===== config.mk =====
export PLATFORM = sky130hd
export DESIGN_NAME = branch_unit
export DESIGN_NICKNAME = d
export VERILOG_FILES = /design/src/rtl/wisc_pkg.sv /design/src/rtl/branch_cond.sv /design/src/rtl/branch_unit.sv
export SDC_FILE = /design/constraint.sdc
export NUM_CORES = 1
export LEC_CHECK = 0
export ABC_AREA = 1
export BUFFER_PORTS_ARGS = -buffer_cell sky130_fd_sc_hd__buf_2
export CAP_MARGIN = 5
export CORE_UTILIZATION = 30
export DETAILED_ROUTE_END_ITERATION = 10
export GPL_TIMING_DRIVEN = 1
export PLACE_DENSITY = 0.61
export SKIP_LAST_GASP = 1
export SLEW_MARGIN = 20
export SYNTH_ARGS = -nofsm -noshare
export SYNTH_HDL_FRONTEND = slang
export SYNTH_SLANG_ARGS = --single-unit

===== constraint.sdc =====
create_clock -name clk -period 1.2 [get_ports clk]
set_input_delay 0 -clock clk [delete_from_list [all_inputs] [get_ports clk]]
set_output_delay 0 -clock clk [all_outputs]
set_load 0.1 [all_outputs]

===== src/rtl/wisc_pkg.sv =====
// Shared definitions for the branch resolution path.
// Condition codes, flag bit positions and branch FSM states.
package wisc_pkg;

  typedef enum logic [2:0] {
    CC_NE     = 3'b000,
    CC_EQ     = 3'b001,
    CC_GT     = 3'b010,
    CC_LT     = 3'b011,
    CC_GE     = 3'b100,
    CC_LE     = 3'b101,
    CC_OV     = 3'b110,
    CC_UNCOND = 3'b111
  } ccc_e;

  localparam int FLAG_Z = 0;
  localparam int FLAG_V = 1;
  localparam int FLAG_N = 2;

  typedef enum logic {
    IDLE = 1'b0,
    HOLD = 1'b1
  } br_state_e;

endpackage


===== src/rtl/branch_cond.sv =====
// Condition-code evaluator: decides whether a branch is taken
// from the instruction's ccc and the committed N/V/Z flags.
module branch_cond
  import wisc_pkg::*;
(
  input  logic [2:0] ccc,
  input  logic [2:0] flags,
  output logic       take
);

  logic z;
  logic v;
  logic n;

  assign z = flags[FLAG_Z];
  assign v = flags[FLAG_V];
  assign n = flags[FLAG_N];

  always_comb begin
    take = 1'b0;
    unique case (ccc_e'(ccc))
      CC_NE:     take = ~z;
      CC_EQ:     take = z;
      CC_GT:     take = ~z & ~n;
      CC_LT:     take = n;
      CC_GE:     take = z | ~n;
      CC_LE:     take = n | z;
      CC_OV:     take = v;
      CC_UNCOND: take = 1'b1;
    endcase
  end

endmodule


===== src/rtl/branch_unit.sv =====
// Decode-stage branch resolver: condition check, target adder,
// one-cycle flag hazard stall and registered redirect to fetch.
module branch_unit
  import wisc_pkg::*;
#(
  parameter int ADDR_W = 16
) (
  input  logic              clk,
  input  logic              rst,
  input  logic              br_valid,
  input  logic              br_type,
  input  logic [2:0]        ccc,
  input  logic [ADDR_W-1:0] pc_plus2,
  input  logic [8:0]        imm9,
  input  logic [ADDR_W-1:0] rs_data,
  input  logic [2:0]        flag_out,
  input  logic              flag_wr_pend,
  input  logic              flush,
  output logic              stall_out,
  output logic              redirect,
  output logic              resolved,
  output logic [ADDR_W-1:0] target
);

  br_state_e         state_q, state_d;
  logic              hazard;
  logic              take;
  logic              eval;
  logic              stall_raw;
  logic [ADDR_W-1:0] off;
  logic [ADDR_W-1:0] calc;
  logic              redirect_q, redirect_d;
  logic              resolved_q, resolved_d;
  logic [ADDR_W-1:0] target_q, target_d;

  branch_cond u_cond (
    .ccc   (ccc),
    .flags (flag_out),
    .take  (take)
  );

  assign hazard = br_valid & flag_wr_pend
                & (ccc != CC_UNCOND);

  // Word offset: sign-extend and scale by two bytes.
  assign off  = {{(ADDR_W-10){imm9[8]}}, imm9, 1'b0};
  assign calc = br_type ? rs_data : pc_plus2 + off;

  always_ff @(posedge clk or negedge rst) begin
    if (!rst) state_q <= IDLE;
    else      state_q <= state_d;
  end

  always_comb begin
    state_d = state_q;
    unique case (state_q)
      IDLE: if (br_valid && hazard && !flush) state_d = HOLD;
      HOLD: state_d = IDLE;
    endcase
  end

  always_comb begin
    stall_raw = 1'b0;
    eval      = 1'b0;
    unique case (state_q)
      IDLE: begin
        stall_raw = hazard;
        eval      = br_valid & ~hazard & ~flush;
      end
      HOLD: begin
        stall_raw = 1'b1;
        eval      = ~flush;
      end
    endcase
  end

  // Stall must read low while reset is held, even mid-hazard.
  assign stall_out = stall_raw & rst;

  always_comb begin
    resolved_d = eval;
    redirect_d = eval & take;
    target_d   = (eval & take) ? calc : target_q;
  end

  always_ff @(posedge clk or negedge rst) begin
    if (!rst) begin
      redirect_q <= 1'b0;
      resolved_q <= 1'b0;
      target_q   <= '0;
    end else begin
      redirect_q <= redirect_d;
      resolved_q <= resolved_d;
      target_q   <= target_d;
    end
  end

  assign redirect = redirect_q;
  assign resolved = resolved_q;
  assign target   = target_q;

endmodule


; Word-level counts from Yosys, hierarchy flattened
; Cells that the tools add are included.
[totals]
regBits = 19
input_bits = 53
[classes]
n_addsub = 1
eq_ne = 8
n_mux = 6
n_bitwise = 14
reduce_logical = 4
[op_table]
columns = cell, count
row1 = adder 16 bit, 1
row2 = 2-to-1 mux 16 bit, 1
row3 = equality test 3 bit (second input constant), 4
row4 = one-hot mux 1 bit (8 select lines), 1
row5 = bitwise AND 1 bit, 7
row6 = equality test 3 x 2 -> 1 bit (second input constant), 2
row7 = one-hot mux 1 bit (2 select lines), 3
row8 = inverter 1 bit, 5
row9 = equality test 3 x 1 -> 1 bit (second input constant), 1
row10 = zero test 3 bit, 1
row11 = != test 3 bit (second input constant), 1
row12 = logical AND 1 bit, 2
row13 = OR 1 bit, 2
row14 = zero test 1 bit, 1
row15 = 2-to-1 mux 1 bit, 1

; Depth between registers and ports, before layout
[depth]
ltp_word = 7
mapped_depth = 12
depth_no_buf = 12

; By module
; A second synthesis with hierarchy kept.
[unflattened]
hier_cells = 298
area_unflattened_um2 = 1865.5
[by_module_without_submodules]
columns = module, instances, cells_each, area_each_um2
row1 = branch_unit, 1, 283, 1794.2
row2 = branch_cond, 1, 15, 71.3

; Worst setup path after synthesis
; No wires, ideal clock.
[synth_path]
path_kind = reg-to-output
startpoint = reg state_q
endpoint = out stall_out
arrival_time_ps = 2592
required_time_ps = 1200
slack_ps = -1392
stages_incl_launch_ff = 3
path_buffers = 0
path_cell_list = dfrtp_1 > inv_1 > a21boi_0
[synth_between]
elab_chain_cells = 3
[synth_rtl]
columns = element, line_no
row1 = "start, declared", branch_unit.sv:25  ; br_state_e state_q, state_d;
row2 = "start signal, assigned", branch_unit.sv:51  ; else state_q <= state_d;
row3 = inverter 1 bit, branch_unit.sv:65  ; unique case (state_q)
row4 = one-hot mux 1 bit (2 select lines) (*), branch_unit.sv:65
row5 = bitwise AND 1 bit (*), branch_unit.sv:78  ; assign stall_out = stall_raw & rst;
row6 = "end, declared", branch_unit.sv:19  ; output logic stall_out,
; Every way passes the cells marked *; elsewhere a longest branch is shown, timed or not.

; Worst setup path after layout
[layout_path]
startpoint = in flush
endpoint = reg target_q[12] (netlist: target[12])
[layout_between]
elab_chain_cells = 4
[layout_rtl]
columns = element, line_no
row1 = "start, declared", branch_unit.sv:18  ; input logic flush,
row2 = inverter 1 bit (*), "branch_unit.sv:68, branch_unit.sv:72"
row3 = bitwise AND 1 bit, branch_unit.sv:68  ; eval = br_valid & ~hazard & ~flush;
row4 = one-hot mux 1 bit (2 select lines) (*), branch_unit.sv:65
row5 = via eval, branch_unit.sv:28  ; logic eval;
row6 = bitwise AND 1 bit (*), branch_unit.sv:83  ; target_d = (eval & take) ? calc : target_q;
row7 = "end signal, assigned", branch_unit.sv:94  ; target_q <= target_d;
row8 = "end, declared", branch_unit.sv:34  ; logic [ADDR_W-1:0] target_q, target_d;
; Mark *: on every way through the listed nets, which the timed path passes. The rest lies on a longest branch.
; A chain may end at the register's enable or synchronous reset.

==> flow_metrics.tcl <==
set metrics [dict create \
    worst_ep_arrival_time_ns 1.35 \
    drc 0 \
    syn_area_um2 1870 \
    netlist_top_cells_count "126 x nand2_1, 52 x inv_1, 30 x nand3_1" \
    cts_max_path_buffers 2 \
    timing_hold_violations_final 0 \
    pin_count 72 \
    synthDominantCellAreaShare_pct 25.4 \
    whs_ns 0.0253 \
    maxClockFrequency_mhz 869 \
    worst_hold_class "in2reg" \
    run_status "finished clean" \
    die_width_um 81.0 \
    sinks_on_clock_net 19 \
    skew_ns 0.00546 \
    setup-violations-final 0 \
    ys_ff_latch 19 \
    async_flop_share_pct 100 \
    ys.warnings.count 0 \
    power.ir.vdd_worst_uv 1240 \
    cp_max_fo 9 \
    postSynthAreaPerCell_um2 6.06 \
    numPlacedInstances 470 \
    die_height_um 81.0 \
    setup.worst_path.class "in2reg" \
    detailedPlacementHpwl_um 3970 \
    post-synth-top-count-cell "nand2_1" \
    top_ff_cell_synth "dfrtp_1" \
    cap_viol_max_count 0 \
    placement_rows 28 \
    net-switching-power_mw 2.06 \
    netlist.top_cell.by_area "dfrtp_1" \
    via_per_inst 4.48 \
    power_switching_share_pct 56.5 \
    nets 477 \
    seq_area_frac_synth_pct 25.4 \
    dr.pass1.iters 4 \
    p_leak_nw 1.63 \
    number_of_filler_cells_placed_in_the_layout 639 \
    initial_utilization_pct 31.4 \
    cts_tree "built" \
    postLayoutCoreUtil_pct 46.0 \
    detail_route.iter0.violations 44 \
    instances_no_fill 483 \
    antenna_cells 0 \
    layout-area-overhead-vs-synth_pct 46.3 \
    clkLatencyLatePin_ns 0.26 \
    first_global_vias 1845 \
    crit_required_ns 1.40 \
    dp_worst_setup_slack_ns -0.183 \
    cts-buffers-inserted 3 \
    grt_pass1_wl_um 7710 \
    io_buffer_count 71 \
    post_synth_num_cell_types 31 \
    power.density_cell_area_nw_per_um2 1330 \
    floorplan.die_area_um2 6560 \
    maxSlewViolCount 0 \
    drive_gt1_share_pct 33.3 \
    global_route.usage.total_pct 14.6 \
    tightestPinTransition_ns 0.499 \
    cts.htree.levels 1 \
    drt-wirelength-per-cell_um 10.7 \
    synth.top_cells.by_area "dfrtp_1 25%, nand2_1 25%, inv_1 10%" \
    detail_route.wirelength_um 5160 \
    power.total_mw 3.64 \
    synth.net_count 377 \
    routabilityCongestion 0.821 \
    grt_overflow_total 0 \
    startpoint_type "primary input" \
    synth-edff-count 0 \
    post-route-min-period_ns 1.15 \
    vias 2162 \
    timing.slew.headroom_pct 67.0 \
    grt_setup_unrepaired "yes" \
    antenna_found_initial 0 \
    core_um2 5960 \
    clkTransAtPathRegs_ns 0.08 \
    combPwrFrac_pct 63.6 \
    synthesis.instances 309 \
    maximum_number_of_pins_on_one_net_before_global_route_repair 26 \
    p_seq_share_pct 24.1 \
    internal_power_mw 1.58 \
    clockRootBuffer "clkbuf_8" \
    post-route-period-util_pct 95.9 \
    final.setup.worst_slack_ns 0.0493 \
    share_clk_of_total_power_pct 12.3 \
    critical_path.endpoint_type "register" \
    antenna_left 0 \
]
-- worst paths after layout --
| path | depth (start not counted) | slack (ns) | from | to |
|---|---|---|---|---|
| max reg2reg | 7 | 0.05 | state_q | target[12] |
| min | 5 | 0.03 | pc_plus2[0] | target[0] |
| max in group asynchronous | 3 | 0.71 | rst | target[14] |
| min reg2reg | 1 | 0.45 | state_q | state_q |
| max | 8 | 0.05 | flush | target[12] |
| min in group asynchronous | 3 | 0.28 | rst | target[7] |
-- cells by family (layout without fill, tap and decap cells) --
kind of cell / count (synthesis) / after routing / synth area share (%)
flops: 19 / 19 / 25.4
xor+xnor: 2 / 2 / 0.935
simple gates: 198 / 199 / 44.8
mux: 1 / 1 / 0.534
compound gates: 16 / 16 / 5.61
fa+ha+maj: 15 / 15 / 10.4
buf+inv: 58 / 156 / 12.4
-- metal layers --
metal | part of all wire [%] | global-route usage, % | vias up
li1 | - | - | 1159
met1 | 48 | 19.3 | 933
met2 | 46 | 25.6 | 66
met3 | 5.7 | 1.80 | 4
met4 | 0.23 | 1.96 | 0
met5 | 0 | 0 | -
-- power by group through the flow --
stage | combinational, mW | sequential (mW) | clock, mW
finish | 2.31 | 0.877 | 0.448
floorplan | 0.579 | 2.02 | 0
detailed placement | 2.21 | 0.886 | 0
global route | 2.47 | 0.896 | 0.479
CTS | 2.22 | 0.875 | 0.452
global placement | 2.20 | 0.887 | 0
-- sequential cells by signal, summed over array words and instances (netlist names) --
| name | cells |
|---|---|
| resolved | 1 |
| target | 16 |
| redirect | 1 |
| state_q | 1 |
-- worst max-delay path: stages --
cell and delay [ns]:
dlygate4sd3_1 0.53, buf_2 0.14, a21oi_4 0.22, buf_6 0.15, nand2_4 0.08, nor2_1 0.12
nand2_1 0.06, nand2_1 0.05
-- through the flow --
stage / area [µm²] / setup TNS (ns)
after floorplan: 1890 / 0
after global placement: 2490 / -1.41
after detailed placement: 2490 / -1.61
after CTS: 2550 / 0
after global routing: 2740 / -0.169
final: 2740 / 0
-- area by class of cell --
| type | count | area, µm² | area share [%] |
|---|---|---|---|
| well taps | 75 | 93.8 | 3.42 |
| clock inverters | 1 | 5.00 | 0.183 |
| inverters | 53 | 201 | 7.35 |
| repair buffers | 99 | 608 | 22.2 |
| multi-input cells | 233 | 1320 | 48.0 |
| clock buffers | 3 | 41.3 | 1.51 |
| flip-flops and latches | 19 | 475 | 17.4 |
-- layout by cell type (no fill, tap or decap), types with 6 or more instances in the layout --
cell | netlist | routed
buf_2 | 1 | 69
buf_4 | 1 | 24
dfrtp_1 | 19 | 19
ha_1 | 14 | 8
ha_4 | 0 | 6
inv_1 | 52 | 49
nand2_1 | 126 | 126
nand3_1 | 30 | 26
nor2_1 | 24 | 22
or2_2 | 6 | 6
-- timing repair --
item | CTS | global route
hold endpoints to repair | 21 | 0
endpoints found under the setup margin | 0 | 13
hold buffers | 2 | 0
buffers inserted | 0 | 6
gates resized for setup | 0 | 24
No activity file was read; power rests on OpenSTA's default activity.
